$ cat config.mk
export PLATFORM = sky130hd
export DESIGN_NAME = maxpool2d_stream_flat
export DESIGN_NICKNAME = d
export VERILOG_FILES = /design/src/rtl/maxpool2d_stream_if.sv /design/src/rtl/maxpool2d_stream.sv /design/src/flat_wrapper.sv
export SDC_FILE = /design/constraint.sdc
export NUM_CORES = 1
export LEC_CHECK = 0
export ABC_AREA = 0
export ABC_CLOCK_PERIOD_IN_PS = 4140
export BUFFER_PORTS_ARGS = -buffer_cell sky130_fd_sc_hd__buf_2
export CAP_MARGIN = 15
export CORE_ASPECT_RATIO = 1.25
export CORE_MARGIN = 8
export CORE_UTILIZATION = 40
export CTS_CLUSTER_SIZE = 16
export DETAILED_ROUTE_END_ITERATION = 7
export PLACE_DENSITY = 0.67
export REMOVE_ABC_BUFFERS = 1
export SYNTH_ARGS = -nofsm -noshare
export SYNTH_HDL_FRONTEND = slang
export SYNTH_SLANG_ARGS = --single-unit
$ cat constraint.sdc
create_clock -name clk -period 4.14 [get_ports clk]
set_input_delay 0.621 -clock clk [delete_from_list [all_inputs] [get_ports clk]]
set_output_delay 0.621 -clock clk [all_outputs]
set_load 0.01 [all_outputs]
$ cat src/rtl/maxpool2d_stream_if.sv
// Stream bundle for the 2x2 max-pool stage: packed input pixels in, pooled pixels
// plus their pooled coordinates out. Neither direction has backpressure.
interface maxpool2d_stream_if #(
    parameter int DATA_W   = 8,
    parameter int CHANNELS = 2,
    parameter int IMG_W    = 6,
    parameter int IMG_H    = 6
);
    localparam int PW     = CHANNELS * DATA_W;
    localparam int OCOL_W = (IMG_W / 2 > 1) ? $clog2(IMG_W / 2) : 1;
    localparam int OROW_W = (IMG_H / 2 > 1) ? $clog2(IMG_H / 2) : 1;

    // A beat transfers on every cycle where input_valid is high, and a pooled
    // pixel on every cycle where output_valid is high. There is no ready signal,
    // so the receiver must take every valid cycle.
    logic              sof;
    logic [PW-1:0]     input_data;
    logic              input_valid;
    logic [PW-1:0]     output_data;
    logic              output_valid;
    logic [OCOL_W-1:0] out_col;
    logic [OROW_W-1:0] out_row;
    logic              frame_done;

    modport master (
        output sof, input_data, input_valid,
        input  output_data, output_valid, out_col, out_row, frame_done
    );

    modport slave (
        input  sof, input_data, input_valid,
        output output_data, output_valid, out_col, out_row, frame_done
    );
endinterface

$ cat src/rtl/maxpool2d_stream.sv
// Streaming 2x2 stride-2 max-pool: a pair register reduces each row pair of columns,
// and a half-row line buffer holds even-row pairs until the matching odd row arrives.
module maxpool2d_stream #(
    parameter int DATA_W   = 8,
    parameter int CHANNELS = 2,
    parameter int IMG_W    = 6,
    parameter int IMG_H    = 6,
    parameter int SIGNED   = 0
) (
    input logic               clk,
    input logic               reset,
    maxpool2d_stream_if.slave bus
);
    localparam int PW     = CHANNELS * DATA_W;
    localparam int HALF_W = IMG_W / 2;
    localparam int HALF_H = IMG_H / 2;
    localparam int COL_W  = $clog2(IMG_W);
    localparam int ROW_W  = $clog2(IMG_H);
    localparam int OCOL_W = (HALF_W > 1) ? $clog2(HALF_W) : 1;
    localparam int OROW_W = (HALF_H > 1) ? $clog2(HALF_H) : 1;

    logic [COL_W-1:0]  col, cur_col;
    logic [ROW_W-1:0]  row, cur_row;
    logic [PW-1:0]     hmax, pair, result, lb_rd;
    logic [PW-1:0]     linebuf [HALF_W];
    logic [OCOL_W-1:0] lb_idx;
    logic [OROW_W-1:0] pool_row;
    logic              col_last, row_last;

    function automatic logic [DATA_W-1:0] vmax(input logic [DATA_W-1:0] a,
                                               input logic [DATA_W-1:0] b);
        if (SIGNED != 0) return ($signed(a) > $signed(b)) ? a : b;
        else             return (a > b) ? a : b;
    endfunction

    // sof forces the current beat to position (0,0) without waiting for counters.
    always_comb begin
        cur_col  = bus.sof ? '0 : col;
        cur_row  = bus.sof ? '0 : row;
        lb_idx   = OCOL_W'(cur_col >> 1);
        pool_row = OROW_W'(cur_row >> 1);
        col_last = (cur_col == COL_W'(IMG_W - 1));
        row_last = (cur_row == ROW_W'(IMG_H - 1));
        lb_rd    = '0;
        for (int i = 0; i < HALF_W; i++) begin
            if (lb_idx == OCOL_W'(i)) lb_rd = linebuf[i];
        end
        pair   = '0;
        result = '0;
        for (int c = 0; c < CHANNELS; c++) begin
            pair[c*DATA_W +: DATA_W]   = vmax(hmax[c*DATA_W +: DATA_W],
                                              bus.input_data[c*DATA_W +: DATA_W]);
            result[c*DATA_W +: DATA_W] = vmax(lb_rd[c*DATA_W +: DATA_W],
                                              pair[c*DATA_W +: DATA_W]);
        end
    end

    always_ff @(posedge clk) begin
        if (reset) begin
            col              <= '0;
            row              <= '0;
            hmax             <= '0;
            for (int i = 0; i < HALF_W; i++) linebuf[i] <= '0;
            bus.output_data  <= '0;
            bus.output_valid <= 1'b0;
            bus.out_col      <= '0;
            bus.out_row      <= '0;
            bus.frame_done   <= 1'b0;
        end else begin
            bus.output_valid <= 1'b0;
            bus.frame_done   <= 1'b0;
            if (bus.input_valid) begin
                if (!cur_col[0]) begin
                    hmax <= bus.input_data;
                end else if (!cur_row[0]) begin
                    for (int i = 0; i < HALF_W; i++) begin
                        if (lb_idx == OCOL_W'(i)) linebuf[i] <= pair;
                    end
                end else begin
                    // Odd column of an odd row always closes a complete window;
                    // a trailing odd column or row never reaches this branch.
                    bus.output_valid <= 1'b1;
                    bus.output_data  <= result;
                    bus.out_col      <= lb_idx;
                    bus.out_row      <= pool_row;
                    bus.frame_done   <= (lb_idx == OCOL_W'(HALF_W - 1)) &&
                                        (pool_row == OROW_W'(HALF_H - 1));
                end
                col <= col_last ? '0 : cur_col + 1'b1;
                row <= col_last ? (row_last ? '0 : cur_row + 1'b1) : cur_row;
            end
        end
    end
endmodule
$ cat src/flat_wrapper.sv
// flat-port wrapper written by rule: the top's interface ports become plain ports
module maxpool2d_stream_flat 
#(
    parameter int DATA_W   = 8,
    parameter int CHANNELS = 2,
    parameter int IMG_W    = 6,
    parameter int IMG_H    = 6,
    parameter int SIGNED   = 0
)
  (clk, reset, bus_sof, bus_input_data, bus_input_valid, bus_output_data, bus_output_valid, bus_out_col, bus_out_row, bus_frame_done);
  maxpool2d_stream_if #(.DATA_W(DATA_W), .CHANNELS(CHANNELS), .IMG_W(IMG_W), .IMG_H(IMG_H)) bus_i ();
  input logic clk;
  input logic reset;
  input wire logic [$bits(bus_i.sof)-1:0] bus_sof;
  input wire logic [$bits(bus_i.input_data)-1:0] bus_input_data;
  input wire logic [$bits(bus_i.input_valid)-1:0] bus_input_valid;
  output wire logic [$bits(bus_i.output_data)-1:0] bus_output_data;
  output wire logic [$bits(bus_i.output_valid)-1:0] bus_output_valid;
  output wire logic [$bits(bus_i.out_col)-1:0] bus_out_col;
  output wire logic [$bits(bus_i.out_row)-1:0] bus_out_row;
  output wire logic [$bits(bus_i.frame_done)-1:0] bus_frame_done;
  assign bus_i.sof = bus_sof;
  assign bus_i.input_data = bus_input_data;
  assign bus_i.input_valid = bus_input_valid;
  assign bus_output_data = bus_i.output_data;
  assign bus_output_valid = bus_i.output_valid;
  assign bus_out_col = bus_i.out_col;
  assign bus_out_row = bus_i.out_row;
  assign bus_frame_done = bus_i.frame_done;
  maxpool2d_stream #(.DATA_W(DATA_W), .CHANNELS(CHANNELS), .IMG_W(IMG_W), .IMG_H(IMG_H), .SIGNED(SIGNED)) u_core (.clk(clk), .reset(reset), .bus(bus_i));
endmodule
==> run metrics <==
Reg clk slew, reported paths ~0.060 ns; Max-Cap Viols 0; Total Routed Length 10600 µm; final slew viol count 0; vias in the first global route 3555; Post-route DRC 0; Reg area roughly 2300 µm²; cell family with most CP delay compound AO/OA/AOI/OAI gates; FP Rows 43; CTS tree done; IO Count 42; post-cts sizing count 0; layout cells sized above 1 0.160; cells after synthesis about 450; DRT Pass-1 Iters 5; Die W 112 µm; post-route ant nets 0; P&R area growth vs syn 12.4%; Root Driver clkbuf_16; vias post-DR about 3.5k; WL met1 approximately 4300 µm; CP Data Arrival Time about 3.7 ns; flops & latches, synth between 90 and 100; register area share after synthesis 0.506; CP cell instances buf_2, inv_1, ha_1, nor2b_4, o211ai_2, a21oi_2, o22ai_4, mux2i_1, ha_1, nor2b_1, o211ai_1, a21oi_1, o22ai_1, nor2b_1, a221oi_1; Setup TNS 0 ns; Hold Fails Final Rpt 0; core area about 11000 µm²; Worst slew margin 0.441; NumNets Final between 500 and 600; postcts setup bufs 0; GR Overflow Total 0; Worst Setup Path Type input pin to flop; Avg Inst Size Synth 10.3 µm²; multi-input logic area just over 2000 µm²; cts hold-fix bufs 0; Post-Syn Area 4590 µm²; first-pass GRT wire length 17200 µm; wire per inst 17.1 µm; largest net degree at the start of global routing 29; unrepaired setup endpoints after global routing false; # H-tree levels 3; fmax 286 MHz; gr usage total 0.144; max incr delay on CP 0.58 ns; Hold Crit Class flop to flop; Setup violations, final 0; status finished, final reports clean; leakage power between 2 and 2.5 nW; element type at the critical path end flop; starting density of the core 0.412; number of distinct library cells after synthesis between 40 and 50; worst vdd ir 0.000189 V; Slew @ Worst Pin 0.837 ns; Final GP Congestion 0.787; skew final 0.00623 ns; # fillers between 1k and 1.5k; CP Max Fanout 8; PortBufs 41; CP bufs+invs 2; WL met2 between 5000 and 6000 µm; latest clock arrival within the worst-skew pair between 0.3 and 0.4 ns; Tcrit/Tclk final 0.845; Die ar. about 15000 µm²; chip height 136 µm; total CTS buffers 9; initial antenna violation count 0; Startpoint Class input pin; ANT cells 0; Final HPWL DP roughly 7400 µm; Finished Core Util 0.463; DR vias/cell 5.67; DR iter-0 viols 267; top routing layer used met4; Syn. warnings 0; clock sinks 92; Crit-path slowest cell nor2b_1; Min Clock Period, post-route 3.50 ns; Crit path required time 4.32 ns; power density over the cells 384 nW/µm²; CTS max path bufs 2; routed wl met3 ~590 µm
## power breakdown
group | total (mW) | leakage, nW | switching, mW | internal [mW]
Sequential | 1.01 | 0.852 | 0.0162 | 0.991
Combinational | 0.241 | 1.26 | 0.149 | 0.0921
Clock | 0.734 | 0.123 | 0.331 | 0.403
Total | 1.98 | 2.24 | 0.496 | 1.49
## registers in the layout (all words and copies together) (netlist names)
signal                   cells
u_core.bus.frame_done        1
u_core.bus.out_col           2
u_core.bus.out_row           2
u_core.bus.output_data      16
u_core.bus.output_valid      1
u_core.col                   3
u_core.hmax                 16
u_core.linebuf              48
u_core.row                   3
## final timing paths
path | slack [ns] | end | cells after the start | start
worst min-delay path | 0.46 | u_core.bus.out_col[0] | 2 | u_core.bus.out_col[0]
worst max-delay path | 0.64 | u_core.bus.output_data[6] | 15 | bus_input_data[1]
worst max register to register | 0.75 | u_core.bus.output_data[6] | 13 | u_core.hmax[1]
worst min register to register | 0.46 | u_core.bus.out_col[0] | 2 | u_core.bus.out_col[0]
## metal layers
layer  global-route usage  up-vias
met1                0.157     1693
li1                     -     1719
met3               0.0299       12
met5                    0        -
met4               0.0647        0
met2                0.263      102
## worst reg2reg max path, cell delays in order (launching register included)
cell and delay, ns:
dfxtp_1 0.33, ha_1 0.30, nor2b_4 0.13, o211ai_2 0.14, a21oi_2 0.09, o22ai_4 0.30, mux2i_1 0.38, ha_1 0.31
nor2b_1 0.13, o211ai_1 0.15, a21oi_1 0.08, o22ai_1 0.14, nor2b_1 0.58, a221oi_1 0.18
## placed cells by master, fill, tap and decap left out, types with 3 or more instances in the layout
cell type / instances
a21oi_1: 54
edfxtp_1: 48
nor2_1: 47
nand2_1: 44
dfxtp_1: 44
buf_2: 41
inv_1: 32
ha_1: 32
a221oi_1: 30
a22oi_1: 18
mux2i_1: 16
clkbuf_16: 9
nand4_1: 7
nand3_1: 6
nor2b_1: 5
buf_4: 5
o21ai_0: 4
o21ai_1: 3
nor3_1: 3
o211ai_1: 3
## cells in the mapped netlist, drive strengths merged
cell | number | area share
mux2i | 16 | 0.035
nand2 | 44 | 0.036
buf | 11 | 0.014
nor2 | 49 | 0.043
ha | 32 | 0.087
and4b | 1 | 0.0022
o211ai | 5 | 0.010
a21oi | 56 | 0.063
inv | 34 | 0.028
edfxtp | 48 | 0.31
o21ba | 1 | 0.0022
nor3b | 2 | 0.0033
nor2b | 7 | 0.013
nand3 | 6 | 0.0065
nor3 | 4 | 0.0068
clkbuf | 11 | 0.0090
nand4 | 8 | 0.012
o21ai | 7 | 0.0076
clkinv | 1 | 0.00082
dfxtp | 44 | 0.19
a211oi | 1 | 0.0027
and2 | 2 | 0.0027
a221oi | 32 | 0.064
nand2b | 3 | 0.0046
o22ai | 3 | 0.010
and3 | 1 | 0.0014
a22oi | 18 | 0.029
## cell type report
cell class / count / share of cell area
multi-input cells: 298 / 0.394
flip-flops and latches: 92 / 0.450
well taps: 135 / 0.0327
clock inverters: 5 / 0.00558
inverters: 35 / 0.0255
clock buffers: 11 / 0.0451
repair buffers: 46 / 0.0470
## metrics by stage
step | total power [mW] | setup slack (ns) | cells | hold slack [ns] | area (µm²)
3_3_place_gp | 1.26 | 0.419 | 606 | 0.441 | 4900
4_1_cts | 1.99 | 0.677 | 622 | 0.464 | 5160
3_5_place_dp | 1.27 | 0.336 | 606 | 0.455 | 4900
5_1_grt | 2.06 | 0.453 | 622 | 0.496 | 5160
6_report | 1.98 | 0.640 | 622 | 0.460 | 5160
2_1_floorplan | 1.19 | 0.884 | 425 | 0.443 | 4490
## cells by family after synthesis
group,count (synthesis),share of synthesized area
AOI/OAI and AO/OA,123,0.189
adders and majority gates,32,0.0872
buffers and inverters,57,0.0515
DFF,92,0.506
muxes,16,0.0349
and+or+nand+nor,127,0.132
Note: power is estimated with default switching activity, not from simulation.
